--- config.mk ---
export PLATFORM = sky130hd
export DESIGN_NAME = sram_bist_seq
export DESIGN_NICKNAME = d
export VERILOG_FILES = /design/src/rtl/sram_bist_seq.sv
export SDC_FILE = /design/constraint.sdc
export NUM_CORES = 1
export LEC_CHECK = 0
export ABC_AREA = 1
export CAP_MARGIN = 20
export CORE_ASPECT_RATIO = 1.25
export CORE_UTILIZATION = 50
export DETAILED_ROUTE_END_ITERATION = 8
export GPL_TIMING_DRIVEN = 0
export PLACE_DENSITY = 0.86
export SETUP_SLACK_MARGIN = 0.1
export SYNTH_ARGS = -nofsm -noshare
export SYNTH_HDL_FRONTEND = slang
export SYNTH_SLANG_ARGS = --single-unit
--- constraint.sdc ---
create_clock -name CLK -period 5.2 [get_ports CLK]
set_input_delay 1.56 -clock CLK [delete_from_list [all_inputs] [get_ports CLK]]
set_output_delay 1.56 -clock CLK [all_outputs]
set_load 0.02 [all_outputs]
--- src/rtl/sram_bist_seq.sv ---
// SRAM test sequencer: writes a pattern to DEPTH words, reads them back, reports errors.
// Define SRAM_BIST_INV_PASS_EN for a second write/read pass using inverted patterns.
module sram_bist_seq #(
  parameter int DATA_W    = 16,
  parameter int ADDR_W    = 11,
  parameter int DEPTH     = 128,
  parameter int START_VAL = 127,
  parameter int ERR_W     = 8
) (
  input  logic              CLK,
  input  logic              rst,
  input  logic              start,
  input  logic [1:0]        mode,
  output logic [ADDR_W-1:0] mem_addr,
  output logic [DATA_W-1:0] mem_wdata,
  output logic              mem_we_n,
  output logic              mem_oe_n,
  input  logic [DATA_W-1:0] mem_rdata,
  output logic              busy,
  output logic              done,
  output logic              pass,
  output logic [ERR_W-1:0]  err_count,
  output logic [ADDR_W-1:0] first_err_addr
);

  localparam logic [2:0] S_IDLE  = 3'd0;
  localparam logic [2:0] S_WRITE = 3'd1;
  localparam logic [2:0] S_READ  = 3'd2;
  localparam logic [2:0] S_DRAIN = 3'd3;
  localparam logic [2:0] S_DONE  = 3'd4;

  localparam logic [ADDR_W-1:0] LAST = ADDR_W'(DEPTH - 1);

  logic [2:0]        state;
  logic [ADDR_W-1:0] addr;
  logic [1:0]        mode_q;
  logic              inv;
  logic [DATA_W-1:0] cur_pat;
  logic              cmp_vld;
  logic [DATA_W-1:0] cmp_exp;
  logic [ADDR_W-1:0] cmp_addr;

  function automatic logic [DATA_W-1:0] pattern(input logic [1:0] m, input logic [ADDR_W-1:0] a);
    logic [DATA_W-1:0] p;
    logic [31:0]       sh;
    p  = '0;
    sh = 32'(a) % 32'(DATA_W);
    case (m)
      2'b00: p = DATA_W'(START_VAL) - DATA_W'(a);
      2'b01: p = DATA_W'(a);
      2'b10: for (int i = 0; i < DATA_W; i++) p[i] = a[0] ^ (i % 2 == 0);
      default: p = DATA_W'(1) << sh;
    endcase
    return p;
  endfunction

  // The same word serves as write data and as the expected read-back value.
  assign cur_pat = pattern(mode_q, addr) ^ {DATA_W{inv}};

`ifndef SRAM_BIST_INV_PASS_EN
  assign inv = 1'b0;
`endif

  always_ff @(posedge CLK) begin
    if (!rst) begin
      state          <= S_IDLE;
      addr           <= '0;
      mode_q         <= 2'b00;
      err_count      <= '0;
      first_err_addr <= '0;
      cmp_vld        <= 1'b0;
      cmp_exp        <= '0;
      cmp_addr       <= '0;
`ifdef SRAM_BIST_INV_PASS_EN
      inv            <= 1'b0;
`endif
    end else begin
      // Align expectation with the SRAM's one-cycle read latency.
      cmp_vld  <= (state == S_READ);
      cmp_exp  <= cur_pat;
      cmp_addr <= addr;
      if (cmp_vld && (mem_rdata != cmp_exp)) begin
        if (err_count != {ERR_W{1'b1}}) err_count <= err_count + ERR_W'(1);
        if (err_count == '0) first_err_addr <= cmp_addr;
      end

      case (state)
        S_IDLE, S_DONE: begin
          if (start) begin
            state          <= S_WRITE;
            addr           <= '0;
            mode_q         <= mode;
            err_count      <= '0;
            first_err_addr <= '0;
`ifdef SRAM_BIST_INV_PASS_EN
            inv            <= 1'b0;
`endif
          end
        end
        S_WRITE: begin
          addr <= addr + ADDR_W'(1);
          if (addr == LAST) begin
            addr  <= '0;
            state <= S_READ;
          end
        end
        S_READ: begin
          addr <= addr + ADDR_W'(1);
          if (addr == LAST) begin
            addr <= '0;
`ifdef SRAM_BIST_INV_PASS_EN
            if (!inv) begin
              inv   <= 1'b1;
              state <= S_WRITE;
            end else begin
              state <= S_DRAIN;
            end
`else
            state <= S_DRAIN;
`endif
          end
        end
        S_DRAIN: state <= S_DONE;
        default: state <= S_IDLE;
      endcase
    end
  end

  always_comb begin
    mem_addr  = ((state == S_WRITE) || (state == S_READ)) ? addr : '0;
    mem_wdata = (state == S_WRITE) ? cur_pat : '0;
    mem_we_n  = (state != S_WRITE);
    mem_oe_n  = (state != S_READ);
    busy      = (state == S_WRITE) || (state == S_READ) || (state == S_DRAIN);
    done      = (state == S_DONE);
    pass      = (state == S_DONE) && (err_count == '0);
  end

endmodule

=== Word level (Yosys, flattened, before mapping) ===
Cells that the tools add are included.

* Register bits: 63
* Output and inout port bits: 51

* Bitwise operators: 1
* Multiplexer cells: 18
* Reductions and logical operators: 13
* Equal/unequal tests: 14
* Shift-type cells: 1
* $add $sub $neg: 3

{| class="wikitable"
|+ Operators with widths
! cell !! number
|-
| 11-bit 2-to-1 mux || 7
|-
| 16-bit case mux with 3 select lines || 1
|-
| 8-bit 2-to-1 mux || 4
|-
| 11-bit case mux with 2 select lines || 1
|-
| 16-bit 2-to-1 mux || 1
|-
| 16-bit inequality test || 1
|-
| 1-bit by 4-bit << shifter with 16-bit output (first input constant) || 1
|-
| 3-bit case mux with 4 select lines || 1
|-
| 7-bit by 11-bit subtractor with 12-bit output (first input constant) || 1
|-
| 11-bit by 1-bit adder with 11-bit output (second input constant) || 1
|-
| 11-bit by 7-bit == test with 1-bit output (second input constant) || 1
|-
| 3-bit 2-to-1 mux || 3
|-
| 8-bit by 1-bit adder with 8-bit output (second input constant) || 1
|-
| 8-bit zero test || 1
|-
| 8-bit inequality test (second input constant) || 1
|-
| 3-bit by 2-bit == test with 1-bit output (second input constant) || 2
|-
| 2-bit inequality test (second input constant) || 2
|-
| 2-bit AND reduction || 2
|-
| 2-bit OR reduction || 2
|-
| 3-bit by 1-bit == test with 1-bit output (second input constant) || 1
|-
| 3-bit == test (second input constant) || 1
|-
| 3-bit zero test || 1
|-
| 3-bit by 1-bit inequality test with 1-bit output (second input constant) || 1
|-
| 3-bit by 2-bit inequality test with 1-bit output (second input constant) || 1
|-
| 9 further kinds || 11
|}

=== Depth between registers and ports, before layout ===
* Depth after elaboration: 5
* Gate-level depth with buffers: 12
* Mapped depth without buffers: 11

=== Least setup slack after synthesis ===
Ideal clock, no wire load.

* Path type: register to output
* Start: register addr[0]
* End: output mem_wdata[8]
* Slack: 2.255 ns
* Cell stages (with the launch flop): 7
* Arrival: 1.385 ns
* Required time: 3.640 ns
* Cell sequence: dfxtp_1 -> inv_1 -> ha_1 -> inv_1 -> nor2_1 -> a221oi_1 -> nor2_1

* Cells in the longest elaborated chain, start to end: 3
* Elaborated cells between the ends (all ways): 5

{| class="wikitable"
|+ Ends and longest elaborated chain
! item !! RTL line !! text
|-
| start, declared || 35 || <nowiki>logic [ADDR_W-1:0] addr;</nowiki>
|-
| start signal, assigned || 101 || <nowiki>addr <= addr + ADDR_W'(1);</nowiki>
|-
| start signal, assigned || 108 || <nowiki>addr <= addr + ADDR_W'(1);</nowiki>
|-
| 7-bit by 11-bit subtractor with 12-bit output (tied with other cells) || 49 || <nowiki>2'b00: p = DATA_W'(START_VAL) - DATA_W'(a);</nowiki>
|-
| 16-bit case mux with 3 select lines (*) || 48 || <nowiki>case (m)</nowiki>
|-
| 16-bit 2-to-1 mux (*) || 131 || <nowiki>mem_wdata = (state == S_WRITE) ? cur_pat : '0;</nowiki>
|-
| end, declared || 15 || <nowiki>output logic [DATA_W-1:0] mem_wdata,</nowiki>
|}

Every way passes the cells marked *; elsewhere a longest branch is shown, timed or not.

=== Worst setup path after layout ===
* Start: register addr[0]
* End: output mem_wdata[6]

Same word-level chain as after synthesis.

==> results.sh <==
export IMPL_status="completed"
export IMPL_syn_to_final_growth_pct=28.55
export IMPL_leakage_nw=2.222
export IMPL_crit_fanout=10
export IMPL_p_clk_share_pct=22.8
export IMPL_power_density_mw_per_mm2=387.3
export IMPL_worstSetupPathType="register to primary output"
export IMPL_cts_made_buffers=9
export IMPL_grt_usage_pct=25.59
export IMPL_portBuffers=70
export IMPL_synth_seq_cells=63
export IMPL_place_ws_ns=1.393
export IMPL_final_hold_viol_count=0
export IMPL_synth_warnings=0
export IMPL_n_fill_cell=615
export IMPL_grt_max_degree=14
export IMPL_syn_avg_cell_area_um2=6.421
export IMPL_topRoutingLayerUsed="met4"
export IMPL_wl_met1_um=3845
export IMPL_wirelength_um=8854
export IMPL_route_met2_wl_um=4420
export IMPL_ys_types=37
export IMPL_synthesis_nets=571
export IMPL_synthArstFlopShare_pct=0
export IMPL_setup_tns_final_ns=0
export IMPL_whs_path_depth=2
export IMPL_cap_violations=0
export IMPL_fmax_mhz=238.3
export IMPL_fin_ws_ns=1.004
export IMPL_ctsHoldBuffers=0
export IMPL_syn_inst=540
export IMPL_slew_limit_headroom_pct=60.34
export IMPL_slew_violations=0
export IMPL_rsz0062_at_grt="no"
export IMPL_cp_arrival_ns=2.64
export IMPL_cts_repair_resized=0
export IMPL_synth_ff_type="dfxtp_1"
export IMPL_clock_path_buffers=2
export IMPL_vias=3503
export IMPL_sequentialPowerShare_pct=34.6
export IMPL_cp_end_kind="primary output"
export IMPL_hold_ws_ns=0.4653
export IMPL_combPwrFrac_pct=42.6
export IMPL_drc=0
export IMPL_die_w_um=76.48
export IMPL_drive_above_1_share_pct=7.348
export IMPL_start_kind="register"
export IMPL_cts_sinks=63
export IMPL_clk_pin_slew_worst_paths_ns=0.08
export IMPL_ff2ff_path_depth=11
export IMPL_first_iter_violations=161
export IMPL_firstDrtPassIters=4
export IMPL_power_switching_w=0.0007386
export IMPL_syn_cell_area_mm2=0.003467
export IMPL_postRouteAntennaNets=0
export IMPL_pin_count=72
export IMPL_via_per_inst=4.913
export IMPL_fin_crit_sh_pct=80.69
export IMPL_ir_worst_vdd_uv=228.4
export IMPL_gp_congestion=0.9263
export IMPL_synth_edf_count=0
export IMPL_antenna_found_initial=0
export IMPL_h_tree_depth=3
export IMPL_core_mm2=0.006648
export IMPL_overflow=0
export IMPL_internal_power_w=0.0009877
export IMPL_cts_tree="built"
export IMPL_p_sw_share_pct=42.79
export IMPL_start_util_pct=52.16
export IMPL_dieArea_mm2=0.007273
export IMPL_post_cts_setup_buffer_count=0
export IMPL_wl_met3_um=441
export IMPL_placementRows=33
export IMPL_die_h_um=95.10
export IMPL_diodes=0
export IMPL_wl_per_cell_um=12.42
export IMPL_grt_pass1_wl_um=14640
export IMPL_fin_nets=652
export IMPL_worstMarginPinSlew_ns=0.5913
export IMPL_root_buffer="clkbuf_8"
export IMPL_setup_viol=0
export IMPL_skew_ns=0.01233
export IMPL_hold_path_class="register to register"
export IMPL_worstPathRequired_ns=3.64
export IMPL_fin_crit_ns=4.196
export IMPL_grt_pass1_vias=3361
export IMPL_clkLatencyLatePin_ns=0.35
export IMPL_ys_seq_area_share_pct=36.38
export IMPL_hpwl_um=6958
==> Yosys cell counts, types with 4 or more instances <==
| library cell | instances | area share, % |
|---|---|---|
| xor2_1 | 8 | 2.0 |
| nor2_1 | 107 | 12 |
| nand3_1 | 12 | 1.7 |
| dfxtp_1 | 63 | 36 |
| nor2_2 | 4 | 0.72 |
| nor3_2 | 4 | 1.2 |
| o21ai_0 | 24 | 3.5 |
| buf_4 | 4 | 0.87 |
| nor3_1 | 8 | 1.2 |
| nand2_1 | 139 | 15 |
| ha_1 | 10 | 3.6 |
| nor2_4 | 4 | 1.3 |
| a21oi_1 | 13 | 1.9 |
| inv_1 | 104 | 11 |
==> logic make-up after synthesis <==
family / Yosys count / synth area share, %
AOI/OAI and AO/OA: 53 / 8.806
DFF: 63 / 36.38
and+or+nand+nor: 288 / 35.47
xor gates and xnor gates: 8 / 2.021
adders and majority gates: 10 / 3.609
buffers and inverters: 118 / 13.71
==> stage by stage <==
stage               util, %  instance area (µm²)  std cells  power, W
finish                67.04                 4457        713  0.001726
global route          67.04                 4457        713  0.001834
CTS                   67.04                 4457        713  0.001727
detailed placement    64.33                 4277        697  0.001337
global placement      64.33                 4277        697  0.001322
floorplan                 -                 3467        540  0.001085
==> layout make-up <==
cell class                 count  area, µm²  share of cell area, %
multi-input combinational    359       1730                  38.83
sequential                    63       1261                  28.30
timing repair buffer          70      700.7                  15.72
inverter                     108      412.9                  9.264
clock buffer                   9      123.9                  2.779
tap                           87      108.9                  2.442
buffer                        10      62.56                  1.404
clock inverter                 7      56.30                  1.263
==> path summary, 6_finish.rpt <==
kind / from / endpoint / slack [ns]
worst max-delay path: addr[0] / mem_wdata[6] / 1.00
worst min-delay path: cmp_addr[1] / first_err_addr[1] / 0.47
worst max register to register: addr[7] / addr[7] / 3.31
worst min register to register: cmp_addr[1] / first_err_addr[1] / 0.47
==> flip-flops by register name, indices dropped and copies added, names as in the netlist <==
name	count
cmp_vld	1
state	3
err_count	8
first_err_addr	11
cmp_addr	11
cmp_exp	16
mode_q	2
addr	11
==> metal layers <==
metal | vias to the layer above | track usage [%]
met5 | - | 0
met4 | 0 | 10.58
met3 | 13 | 5.263
met2 | 96 | 46.92
met1 | 1602 | 28.98
li1 | 1792 | -
==> cells in the final DEF, fill, tap and decap left out, types with 3 or more instances in the layout <==
cell / n
xor2_1: 8
nor2_2: 4
clkbuf_8: 9
nor2_1: 107
inv_1: 104
a21oi_1: 13
o21ai_1: 3
a211oi_1: 3
buf_4: 4
inv_6: 3
a221oi_1: 3
clkdlybuf4s50_1: 70
o21ai_0: 24
clkinvlp_4: 4
nor3_2: 4
dfxtp_1: 63
nand2_1: 139
ha_1: 10
clkbuf_1: 3
nand3_1: 12
nor2_4: 4
nor3_1: 8
==> power by group through the flow <==
| stage | registers, W | clock network [W] | logic, W |
|---|---|---|---|
| 2_1_floorplan | 0.000617 | 0 | 0.000467 |
| 3_3_place_gp | 0.000605 | 0 | 0.000717 |
| 3_5_place_dp | 0.000607 | 0 | 0.000730 |
| 4_1_cts | 0.000596 | 0.000396 | 0.000735 |
| 5_1_grt | 0.000606 | 0.000416 | 0.000812 |
| 6_report | 0.000596 | 0.000394 | 0.000736 |
==> critical path, stage by stage (launching register included) <==
cell             delay, ns
dfxtp_1               0.55
inv_1                 0.17
ha_1                  0.26
nand2_1               0.09
nor2_1                0.05
a211oi_1              0.52
nor2_1                0.10
clkdlybuf4s50_1       0.56
No activity file was read; power rests on OpenSTA's default activity.
==> patch 1 (same flow settings) <==
Make the reset (`rst`) asynchronous in one clocked block.
--- a/src/rtl/sram_bist_seq.sv
+++ b/src/rtl/sram_bist_seq.sv
@@ -63,3 +63,3 @@
 
-  always_ff @(posedge CLK) begin
+  always_ff @(posedge CLK or negedge rst) begin
     if (!rst) begin
Check against the original RTL: differs if rst is asserted again (counterexample within 4 cycles, from zero or initial values and one cycle with rst low); with rst held inactive, the same outputs for 10 cycles.
==> patch 1 against the unedited design <==
Utilization shrank 0.15 points. Maximum frequency is 0.76% higher. Synthesized cell count down 9.8%. Worst hold slack got worse by 0.032 ns. Routed wire length down 1.9%. Setup slack better by 0.032 ns. Synthesized area is 3.2% higher. Final area grew 4.1%. Sequential cell count is the same. Largest cell class unchanged.
Power is not compared: it rests on default switching activity, and its combinational part moved more than twofold at a synthesized area within 25%.
==> patch 1: results (changes against the unedited design) <==
Setup path
  • CP top delay family: buffers and inverters
  • FF-to-FF End: addr[4]
  • Reg2Reg Depth: 9 (-2)
  • Reg2Reg Setup Slack: 3.44 ns (+0.13 ns)
  • CP max FO: 5 (-5)
  • Worst setup path end: mem_wdata[15]
  • Crit path launch: addr[7]
  • Max stage delay on crit path: 0.52 ns (-0.04 ns)
  • R2R Path Start: addr[0]
  • Crit path arrival time: 2.60 ns (-0.04 ns)

Logic synthesis
  • YS warnings: 0 (unchanged)
  • Synth area leaders: dfrtp_1, nand2_1, nor2_1
  • Async S/R FF share, synth: 100% (+100 points)
  • Synth top cells by count: nand2_1, nor2_1, inv_1, dfrtp_1, o21ai_0
  • Post-synth top flop: dfrtp_1
  • Synth Area in XOR/XNOR: 1.22% (-0.80 points)
  • Post-synthesis cell count: 487 (-9.8%)
  • Synth cell types: 38 (+2.7%)
  • Compound-Gate Fraction of Synth Area: 8.01% (-0.80 points)
  • Syn Nets: 518 (-9.3%)
  • Mux share of post-synthesis cell area: 0% (unchanged)
  • Sequential share of the synthesized area: 44.1% (+7.7 points)
  • Synth Area in Adders: 3.50% (-0.11 points)

Outcome
  • Status: finished, final reports clean

Timing
  • Hold Worst Slack: 0.433 ns (-0.0323 ns)
  • Rel. slew slack: 60.4% (about the same)
  • Period minus WS final: 4.16 ns (-0.0316 ns)
  • Skew final: 0.0101 ns (-0.00220 ns)

Drt
  • Post-DR vias/cell: 5.19 (+5.6%)
  • Initial DRC Count: 283 (+76%)
  • Via count: 3451 (-1.5%)
  • Detailed-router iteration count before antenna repair: 6 (+2)
  • Total length of routed wires: 8690 um (-1.9%)

Pwr
  • Pleak: 2.43 nW

Final layout
  • Ratio of cells with drive above 1 in the final layout: 8.52% (+1.2 points)
  • Final net count: 601 (-7.8%)
  • FILL cells: 553 (-10%)
  • Biggest register: cmp_exp
  • Max reg flops: 16 (unchanged)

Hold path
  • Min-delay src: addr[6]
  • Worst Hold End: cmp_addr[6]
  • Hold Crit Depth: 0 (-2)
  • Hold/Removal Path Class: reg -> reg

Clock network
  • Max clock buf depth: 2 (unchanged)
  • H-Tree Level Count: 3 (unchanged)
  • Setup Buffers After CTS: 0 (unchanged)
  • Number of buffers created by CTS: 9 (unchanged)
  • CTS resizes: 0 (unchanged)
  • Clock latency on the worst-skew pair: 0.35 ns (about the same)

Place
  • Post-Place Worst Slack: 1.45 ns (+0.0605 ns)
  • Placed Area: 0.00442 mm2 (+3.2%)
  • GP Congestion: 0.938 (+1.3%)
  • DP HPWL: 6570 um (-5.5%)
  • Port Buffer Count: 71 (+1.4%)
  • Dpl cells: 649 (-6.9%)

Global routing
  • Global-route wire length before repair: 14300 um (-2.2%)
  • Largest net degree at the start of global routing: 39 (+25)
  • Initial antenna violation count: 0 (unchanged)
  • Vias in the first global route: 3219 (-4.2%)
  • Global Route Usage Sum: 25.0% (-0.60 points)
==> patch 1: logic make-up after synthesis <==
logic type / count (synthesis)
AND/OR/NAND/NOR: 263
buffers and inverters: 97
adder cells (fa/ha/maj): 10
AO/OA/AOI/OAI: 49
flip-flops: 63
XOR/XNOR: 5
==> patch 1: layer usage <==
metal | vias to the layer above | global-route usage, % | wire [um]
met5 | - | 0 | 0
met1 | 1650 | 29.6 | 3520
met3 | 16 | 3.94 | 478
li1 | 1653 | - | -
met4 | 0 | 12.4 | 175
met2 | 132 | 44.4 | 4510
==> patch 1: power by group <==
part           internal (mW)  leakage [nW]  switching (mW)
Sequential             0.518         0.744          0.0215
Clock                  0.283         0.110           0.195
Combinational         0.0857          1.58           0.113
Total                  0.886          2.43           0.330
==> patch 1: layout make-up <==
class                   instances  share of cell area, %
multi-input cells             327                   34.8
flip-flops and latches         63                   34.0
repair buffers                 72                   15.6
inverters                      91                   7.42
clock buffers                  11                   3.05
well taps                      90                   2.43
clock inverters                 5                   1.75
plain buffers                   6                  0.944
==> patch 2 (same flow settings) <==
Made on the original files. Add a define of `SRAM_BIST_INV_PASS_EN`.
--- a/src/rtl/sram_bist_seq.sv
+++ b/src/rtl/sram_bist_seq.sv
@@ -2,2 +2,4 @@
 // Define SRAM_BIST_INV_PASS_EN for a second write/read pass using inverted patterns.
+`define SRAM_BIST_INV_PASS_EN
+
 module sram_bist_seq #(
Formal check against the unedited RTL: no difference found for any inputs over 10 cycles, from zero or initial values and one cycle with rst low; that may be too few to reach the edited logic, so the function may still have changed.
==> patch 2 against the unedited design <==
Final area rose by 7.6%. Critical path depth rose by 1. Via count rose by 5.9%. Routed wire length rose by 4.1%. Utilization rose by 0.89 points. Global-route usage fell by 0.77 points. Maximum frequency rose by 0.33%. Total power rose by 20%. Setup slack improved by 0.014 ns. Sequential share of layout area fell by 1.6 points. Sequential cell count rose by 1. Synthesized area rose by 7.3%. Largest cell class unchanged.
==> patch 2: results (changes against the unedited design) <==
Outcome
  • Status: finished, final reports clean

Global routing
  • Global Route Usage Sum: 24.8% (-0.77 points)
  • Largest net degree at the start of global routing: 13 (-1)
  • Global-route wire length before repair: 15400 um (+5.0%)
  • Vias in the first global route: 3625 (+7.9%)

Final layout
  • Count of multi-input gates: 395 (+10%)
  • Clock-cell share: 5.27% (+1.2 points)
  • Inverter count: 92 (-15%)
  • Ratio of cells with drive above 1 in the final layout: 8.51% (+1.2 points)
  • FILL cells: 617 (+0.33%)
  • Register share of the cell area: 26.7% (-1.6 points)
  • CLK BUF: 10 (+1)
  • Final core occ: 67.9% (+0.89 points)
  • Non-clk buf share: 17.6% (+0.51 points)
  • Bufs w/o clock: 91 (+14%)
  • Final net count: 684 (+4.9%)
  • Seq Cell Count: 64 (+1.6%)
  • Multi-input logic portion of the cell area: 40.8% (+2.0 points)

Logic synthesis
  • Synth top cells by count: nand2_1, nor2_1, inv_1, dfxtp_1, o21ai_0
  • Syn Nets: 602 (+5.4%)
  • Sequential share of the synthesized area: 34.4% (-1.9 points)
  • Post-synthesis cell count: 571 (+5.7%)

Place
  • Port Buffer Count: 71 (+1.4%)
  • Post-Place Worst Slack: 1.43 ns (+0.0413 ns)
  • DP HPWL: 6800 um (-2.2%)
  • GP Congestion: 0.964 (+4.1%)
  • Placed Area: 0.00454 mm2 (+6.3%)
  • Dpl cells: 732 (+5.0%)

Setup path
  • FF-to-FF End: addr[10]
  • Crit path max-delay cell type: clkdlybuf4s50_1
  • Reg2Reg Depth: 8 (-3)
  • Crit path arrival time: 2.62 ns (-0.02 ns)
  • Reg2Reg Setup Slack: 3.35 ns (+0.04 ns)
  • Worst setup path end: mem_wdata[3]
  • Max stage delay on crit path: 0.62 ns (+0.06 ns)

Timing
  • Skew final: 0.0148 ns (+0.00246 ns)
  • Hold Worst Slack: 0.465 ns (-0.000602 ns)
  • Slew @ Worst Pin: 0.450 ns (-0.141 ns)
  • Fmax: 239 MHz (+0.33%)

Hold path
  • Worst Hold End: first_err_addr[5]
  • Min-delay src: cmp_addr[5]

Pwr
  • Pleak: 2.30 nW (+3.7%)
  • Peak supply drop: 0.230 mV (+0.51%)

Drt
  • Via count: 3709 (+5.9%)
  • Total length of routed wires: 9210 um (+4.1%)
  • DR WL/cell: 12.3 um (-0.81%)
  • Metal3 WL: 390 um (-12%)
  • Metal2 WL: 4790 um (+8.3%)
  • WL met1: 3890 um (+1.1%)

Floorplanning
  • Die area: 0.00779 mm2 (+7.2%)

Clock network
  • Clock transition at the registers of the reported paths: 0.08 ns (about the same)
  • Setup Buffers After CTS: 0 (unchanged)
==> patch 2: cell families after synthesis <==
group / Yosys count / synth area share [%]
AO/OA/AOI/OAI: 61 / 9.11
XOR/XNOR: 23 / 5.41
adder cells (fa/ha/maj): 10 / 3.36
buffers and inverters: 112 / 12.9
flip-flops: 64 / 34.4
AND/OR/NAND/NOR: 301 / 34.8
==> patch 2: routing by layer <==
metal,global-route usage [%],vias to the layer above
li1,-,1900
met3,4.07,17
met1,27.9,1704
met5,0,-
met2,45.4,88
met4,10.6,0
==> patch 2: power by group <==
| group | internal (mW) | switching, mW | total [mW] |
|---|---|---|---|
| Combinational | 0.347 | 0.561 | 0.907 |
| Clock | 0.334 | 0.206 | 0.540 |
| Sequential | 0.556 | 0.0634 | 0.620 |
==> patch 2: worst register-to-register path, stage by stage, from the launching register on <==
cell and delay (ns):
dfxtp_1 0.60, ha_1 0.28, nand3_1 0.13, nor2_1 0.16, nand2_1 0.12, nor2_1 0.16
nand2_1 0.08, xor2_1 0.14, o22ai_1 0.11
